## src/rtl/clkdiv_cfg_ctrl.sv

```systemverilog
// Configuration controller for one integer clock divider: arbitrates two ratio-change
// requesters round-robin and sequences each change as disable, settle, load, re-enable, lock, ack.
module clkdiv_cfg_ctrl #(
  parameter int Width     = 4,
  parameter int SETTLE    = 2,
  parameter int DEF_RATIO = 2
) (
  input  logic             i_ref_clk,
  input  logic             i_rst_n,
  input  logic             i_req0,
  input  logic [Width-1:0] i_ratio0,
  input  logic             i_req1,
  input  logic [Width-1:0] i_ratio1,
  output logic             o_ack0,
  output logic             o_ack1,
  output logic             o_err,
  output logic             o_busy,
  output logic             o_clk_en,
  output logic [Width-1:0] o_div_ratio
);

  // Counter must hold both SETTLE-1 (up to 14) and ratio-1.
  localparam int CW = (Width > 4) ? Width : 4;

  typedef enum logic [2:0] {
    S_IDLE  = 3'd0,
    S_DRAIN = 3'd1,
    S_LOAD  = 3'd2,
    S_LOCK  = 3'd3,
    S_ACK   = 3'd4
  } state_e;

  state_e           state_q;
  logic             ptr_q;
  logic             gnt_q;
  logic [Width-1:0] ratio_q;
  logic [CW-1:0]    cnt_q;
  logic             clk_en_q;
  logic [Width-1:0] div_ratio_q;
  logic             ack0_q;
  logic             ack1_q;
  logic             err_q;
  logic             busy_q;

  logic             req_any_d;
  logic             gnt_d;
  logic [Width-1:0] sel_ratio_d;

  // Pointer only breaks ties; a lone request always wins.
  always_comb begin
    req_any_d   = i_req0 | i_req1;
    gnt_d       = (i_req0 & i_req1) ? ptr_q : i_req1;
    sel_ratio_d = gnt_d ? i_ratio1 : i_ratio0;
  end

  always_ff @(posedge i_ref_clk) begin
    if (!i_rst_n) begin
      state_q     <= S_IDLE;
      ptr_q       <= 1'b0;
      gnt_q       <= 1'b0;
      ratio_q     <= '0;
      cnt_q       <= '0;
      clk_en_q    <= 1'b0;
      div_ratio_q <= Width'(DEF_RATIO);
      ack0_q      <= 1'b0;
      ack1_q      <= 1'b0;
      err_q       <= 1'b0;
      busy_q      <= 1'b0;
    end else begin
      ack0_q <= 1'b0;
      ack1_q <= 1'b0;
      err_q  <= 1'b0;
      case (state_q)
        S_IDLE: begin
          clk_en_q <= 1'b1;
          busy_q   <= 1'b0;
          if (req_any_d) begin
            gnt_q   <= gnt_d;
            ptr_q   <= ~gnt_d;
            ratio_q <= sel_ratio_d;
            busy_q  <= 1'b1;
            if (sel_ratio_d == '0 || sel_ratio_d == div_ratio_q) begin
              // Reject or no-op change: acknowledge without touching the divider.
              state_q <= S_ACK;
              ack0_q  <= ~gnt_d;
              ack1_q  <= gnt_d;
              err_q   <= (sel_ratio_d == '0);
            end else begin
              state_q  <= S_DRAIN;
              clk_en_q <= 1'b0;
              cnt_q    <= CW'(SETTLE - 1);
            end
          end
        end
        S_DRAIN: begin
          if (cnt_q == '0) begin
            state_q     <= S_LOAD;
            div_ratio_q <= ratio_q;
          end else begin
            cnt_q <= cnt_q - CW'(1);
          end
        end
        S_LOAD: begin
          state_q  <= S_LOCK;
          clk_en_q <= 1'b1;
          cnt_q    <= CW'(ratio_q) - CW'(1);
        end
        S_LOCK: begin
          if (cnt_q == '0) begin
            state_q <= S_ACK;
            ack0_q  <= ~gnt_q;
            ack1_q  <= gnt_q;
          end else begin
            cnt_q <= cnt_q - CW'(1);
          end
        end
        S_ACK: begin
          state_q <= S_IDLE;
          busy_q  <= 1'b0;
        end
        default: begin
          state_q <= S_IDLE;
          busy_q  <= 1'b0;
        end
      endcase
    end
  end

  assign o_ack0      = ack0_q;
  assign o_ack1      = ack1_q;
  assign o_err       = err_q;
  assign o_busy      = busy_q;
  assign o_clk_en    = clk_en_q;
  assign o_div_ratio = div_ratio_q;

endmodule
```

## config.mk

```make
export PLATFORM = sky130hd
export DESIGN_NAME = clkdiv_cfg_ctrl
export DESIGN_NICKNAME = d
export VERILOG_FILES = /design/src/rtl/clkdiv_cfg_ctrl.sv
export SDC_FILE = /design/constraint.sdc
export NUM_CORES = 1
export LEC_CHECK = 0
export BUFFER_PORTS_ARGS = -buffer_cell sky130_fd_sc_hd__buf_2
export CAP_MARGIN = 30
export CORE_UTILIZATION = 50
export CTS_CLUSTER_SIZE = 14
export DETAILED_ROUTE_END_ITERATION = 10
export PLACE_DENSITY = 0.72
export SKIP_CTS_REPAIR_TIMING = 1
export SYNTH_ARGS = -nofsm -noshare
export SYNTH_HDL_FRONTEND = slang
export SYNTH_SLANG_ARGS = --single-unit
```

## constraint.sdc

```tcl
create_clock -name i_ref_clk -period 3.2 [get_ports i_ref_clk]
set_input_delay 0 -clock i_ref_clk [delete_from_list [all_inputs] [get_ports i_ref_clk]]
set_output_delay 0 -clock i_ref_clk [all_outputs]
set_load 0.1 [all_outputs]
```

==> out/qor.yml, run 1 <==
syn_nets: 177
power_density_nw_per_um2: 920
routabilityCongestion: 0.892
rsz0062_at_grt: "false"
nFillCells: 228
htree_levels: 1
cp_slowest_cell: "nor2b_1"
cp.arrival_ps: 2740
syn_area_per_cell_um2: 8.12
yosys_register_bits: 22
ir_worst_vdd_mv: 0.585
maxSlewHeadroom: 0.523
synth_edf_count: 0
synth_warnings: 0
antenna_found_initial: 0
grt_overflow: 0
vias: 1297
grt_max_degree: 14
clkSlewWorstSetupHoldPaths_ps: 130
cts_tree: "built"
wl_per_cell_um: 14.3
finalWorstPathRequiredPeriod_ps: 2490
status: "complete, no violations"
clkLatencyLatePin_ps: 300
viasPerCell: 5.90
critPathLaunchType: "flip-flop"
diodes: 0
async_flop_share: 0
path_buf_inv: 1
track_usage: 0.240
path_cells: "nor3_1 -> nor2b_1 -> nor2_1 -> a311oi_1 -> dlygate4sd3_1"
initial_core_util: 0.533
crit_fanout: 11
grt_pass1_wl_mm: 5.02
hold_class: "input pin to flip-flop"
layout_commonest_cell: "dfxtp_1"
syn_area_um2: 1330
dieArea_um2: 2870
drc: 0
first_global_vias: 1096
synth_flop_cell: "dfxtp_1"
final_cell_area_um2: 1550
p_leak_nw: 0.591
mostFrequentLayoutCells: "dfxtp_1, nand2_1, buf_2"
path_delay_family: "simple AND/OR/NAND/NOR gates"
slowest_delay_ps: 650
cts_buffer_depth: 2
drive_above_1_share: 0.195
synth_cell_types: 49
drt_iter0_markers: 34
coreArea_um2: 2500
maxCapViolations: 0
fin_crit_sh: 0.777
cts_root_buf: "clkbuf_4"
r2r_slack_ps: 710
end_kind: "flip-flop"
finalCoreUtilization: 0.620
final_nets: 204
hpwl_mm: 2.36
synthToLayoutAreaGrowth_pct: 16.4
finalSetupTns_ps: 0
dr.pass1.iters: 5
port_buffers: 20
finalClockSkew_ps: 1.75
rows: 18
worstSetupPathType: "flip-flop to flip-flop"
numCtsBuffers: 3
slew_violations: 0
ios: 21
ant_nets: 0
synth_cells: 164
die_h_um: 53.6
routed_wl_mm: 3.14
finalSetupViolCount: 0
clkSinkCount: 22
worst_pin_slew_ps: 715
cp.required_ps: 3460
die_w_um: 53.6
fmax_ghz: 0.402
dpl_cell_area_um2: 1430
timing_hold_violations_final: 0
ys_seq_area_frac: 0.331
[cell usage after synthesis, types with 4 or more instances]
cell type	n	share of area
dfxtp_1	22	0.33
nand2_1	20	0.056
nor2_1	18	0.051
a21oi_1	12	0.045
nor3_1	8	0.030
nand3_1	7	0.026
nor2b_1	7	0.033
o21ai_0	7	0.026
a311oi_1	4	0.026
inv_1	4	0.011
nand2b_1	4	0.019
nand4b_1	4	0.026
o22ai_1	4	0.019
[per-layer routing]
| metal | track usage | share of wire | vias to the layer above |
|---|---|---|---|
| li1 | - | - | 655 |
| met1 | 0.337 | 0.50 | 608 |
| met2 | 0.379 | 0.47 | 34 |
| met3 | 0.0367 | 0.039 | 0 |
| met4 | 0.0614 | 0 | 0 |
| met5 | 0 | 0 | - |
[path summary, 6_finish.rpt]
check                             endpoint  cells past startpoint  startpoint
worst max-delay path            ratio_q[1]                      5  state_q[1]
worst min-delay path                 ptr_q                      3      i_req0
worst max register to register  ratio_q[1]                      5  state_q[1]
worst min register to register      o_ack1                      2       gnt_q
[flip-flops by register name (all words and copies together) (netlist names), 3 cells and up]
signal	flops
ratio_q	4
o_div_ratio	4
cnt_q	4
state_q	3
[power by group]
group,internal [W],switching (W),leakage (nW)
clock network,0.000126,0.0000857,0.0279
registers,0.000353,0.0000965,0.181
logic,0.000262,0.000500,0.382
total,0.000742,0.000682,0.591
[cell type report]
type                       count  area [µm²]  share of cell area
multi-input combinational    132         830               0.536
inverter                       5        18.8              0.0121
tap                           30        37.5              0.0242
clock buffer                   3        22.5              0.0145
timing repair buffer          27         170               0.110
clock inverter                 1        30.0              0.0194
sequential                    22         440               0.284
[through the flow]
stage / hold slack (ps) / std cells / setup slack, ps / power (W)
final: 41.2 / 220 / 715 / 0.00142
after global routing: 64.3 / 220 / 530 / 0.00153
after CTS: -44.2 / 213 / 1080 / 0.00140
after detailed placement: 282 / 209 / 1090 / 0.00119
after global placement: 264 / 209 / 1230 / 0.00117
after floorplan: 71.8 / 164 / 821 / 0.00106
[cell families (layout without fill, tap and decap cells)]
group	count (synthesis)	after routing	share of synthesized area
simple gates	85	85	0.361
compound gates	42	42	0.225
flops	22	22	0.331
buf+inv	10	36	0.0460
xor+xnor	2	2	0.0132
mux	2	2	0.0150
fa+ha+maj	1	1	0.00940
[worst reg2reg max path, stage by stage (launching register included)]
cell and delay (ps):
dfxtp_1 410, nor3_1 430, nor2b_1 650, nor2_1 80, a311oi_1 280, dlygate4sd3_1 590
(Power assumes the default switching activity.)
==> run 2, diff against run 1 <==
- ABC_AREA: not set -> 1
- clock period: 3.2 -> 2.4 ns (I/O delays scaled with it)
==> out/qor.yml, run 2 <==
synth_cell_types: 25
swShare: 0.511
p_leak_nw: 0.724
wl_per_cell_um: 11.0
post-place-ws_ps: 754
syn_area_per_cell_um2: 6.82
post-synth-top-count-cell: "inv_1"
dieArea_um2: 2690
final_nets: 218
intPower_w: 0.000954
numCtsBuffers: 3
ir_worst_vdd_mv: 0.872
crit_fanout: 8
power_density_nw_per_um2: 1380
cp.required_ps: 2660
cts_tree: "built"
rows: 17
ys_seq_area_frac: 0.355
finalWorstPathRequiredPeriod_ps: 1700
ys_top_cells_by_count: "inv_1, nand2_1, dfxtp_1, nor2_1, nand3_1"
first_global_vias: 1079
slew_violations: 0
fin_crit_sh: 0.710
maxSlewHeadroom: 0.680
cts_buffer_depth: 2
clkSlewWorstSetupHoldPaths_ps: 140
diodes: 0
hpwl_mm: 2.01
finalCoreUtilization: 0.621
rsz0062_at_grt: "false"
ios: 21
p_clk_frac: 0.149
vias: 1168
finalClockSkew_ps: 15.1
synthToLayoutAreaGrowth_pct: 13.9
routed_wl_mm: 2.54
synth_largest_area_cell: "dfxtp_1"
layout_commonest_cell: "inv_1"
worstSetupPathType: "flip-flop to flip-flop"
syn_nets: 195
fmax_ghz: 0.587
die_w_um: 51.8
initial_core_util: 0.545
yosys-top-cells-area: "dfxtp_1, inv_1, nand2_1"
end_kind: "flip-flop"
finalSetupTns_ps: 0
synth_top_cell_area_share: 0.355
viasPerCell: 5.03
worst_pin_slew_ps: 484
ant_nets: 0
finalSetupViolCount: 0
routabilityCongestion: 0.896
grt_max_degree: 16
setup_ws_ps: 696
maxCapViolations: 0
p_seq_frac: 0.289
syn_area_um2: 1240
nFillCells: 219
critPathLaunchType: "flip-flop"
timing_hold_violations_final: 0
coreArea_um2: 2280
synth_cells: 182
htree_levels: 1
async_flop_share: 0
antenna_found_initial: 0
mostFrequentLayoutCells: "inv_1, nand2_1, nor2_1, dfxtp_1, buf_2"
synth_edf_count: 0
cp.arrival_ps: 1960
synth_warnings: 0
combPwrFrac: 0.562
yosys_register_bits: 22
cts_root_buf: "clkbuf_4"
p_sw_w: 0.000996
die_h_um: 51.8
grt_overflow: 0
clkSinkCount: 22
track_usage: 0.225
drt_iter0_markers: 25
port_buffers: 20
hold_class: "input pin to flip-flop"
drive_above_1_share: 0.216
clkLatencyLatePin_ps: 320
dr.pass1.iters: 4
grt_pass1_wl_mm: 4.49
status: "complete, no violations"
drc: 0
synth_flop_cell: "dfxtp_1"
==> run 2: changes by cell type after synthesis, sizes merged, moves of 5 or more <==
cell	before	now
o21ai	9	18
nor4	5	0
inv	4	34
nand3	7	19
nand2	20	37
nor3	8	0
nor2	19	26
nor2b	7	0
==> run 2: power groups by stage <==
stage	sequential [W]	combinational, W	clock (W)
2_1_floorplan	0.000835	0.000642	0
3_3_place_gp	0.000569	0.00107	0
3_5_place_dp	0.000573	0.00109	0
4_1_cts	0.000565	0.00109	0.000290
5_1_grt	0.000577	0.00122	0.000307
6_report	0.000564	0.00110	0.000290
==> run 2: kinds of logic after synthesis <==
logic type,share of synthesized area
AO/OA/AOI/OAI,0.149
XOR/XNOR,0.00706
adder cells (fa/ha/maj),0.0101
buffers and inverters,0.115
flip-flops,0.355
AND/OR/NAND/NOR,0.364
==> run 2: through the flow <==
stage,total power (W),hold WS [ps],cell area [µm²],cells
2_1_floorplan,0.00148,138,1240,182
5_1_grt,0.00211,22.0,1410,232
4_1_cts,0.00195,17.1,1410,232
6_report,0.00195,14.1,1410,232
3_3_place_gp,0.00164,359,1360,228
3_5_place_dp,0.00166,368,1360,228
==> run 2: final cells by class <==
| type | count | area, µm² | area share |
|---|---|---|---|
| clock buffers | 3 | 22.5 | 0.0159 |
| repair buffers | 20 | 100 | 0.0708 |
| clock inverters | 1 | 30.0 | 0.0212 |
| well taps | 28 | 35.0 | 0.0248 |
| multi-input cells | 124 | 658 | 0.465 |
| inverters | 34 | 128 | 0.0903 |
| flip-flops and latches | 22 | 440 | 0.312 |
==> run 2: routing by layer <==
metal / track usage / wire length [µm]
met1: 0.287 / 1240
met5: 0 / 0
met3: 0.0614 / 110
met4: 0.0676 / 27
met2: 0.365 / 1170
==> run 2: worst paths after layout <==
check / from / end / slack (ps) / depth (start not counted)
worst max register to register: state_q[2] / cnt_q[1] / 700 / 10
worst max-delay path: state_q[2] / cnt_q[1] / 700 / 10
worst min register to register: o_busy / o_busy / 490 / 2
worst min-delay path: i_rst_n / cnt_q[3] / 10 / 3
==> run 2: critical path: stages (launching register included) <==
cell and delay (ps):
dfxtp_1 340, inv_1 80, nand2_2 90, inv_1 190, nand2_1 70, o21ai_1 120, ha_1 260, or2_2 290
nand2_1 70, nand2_1 50, nor2_1 80
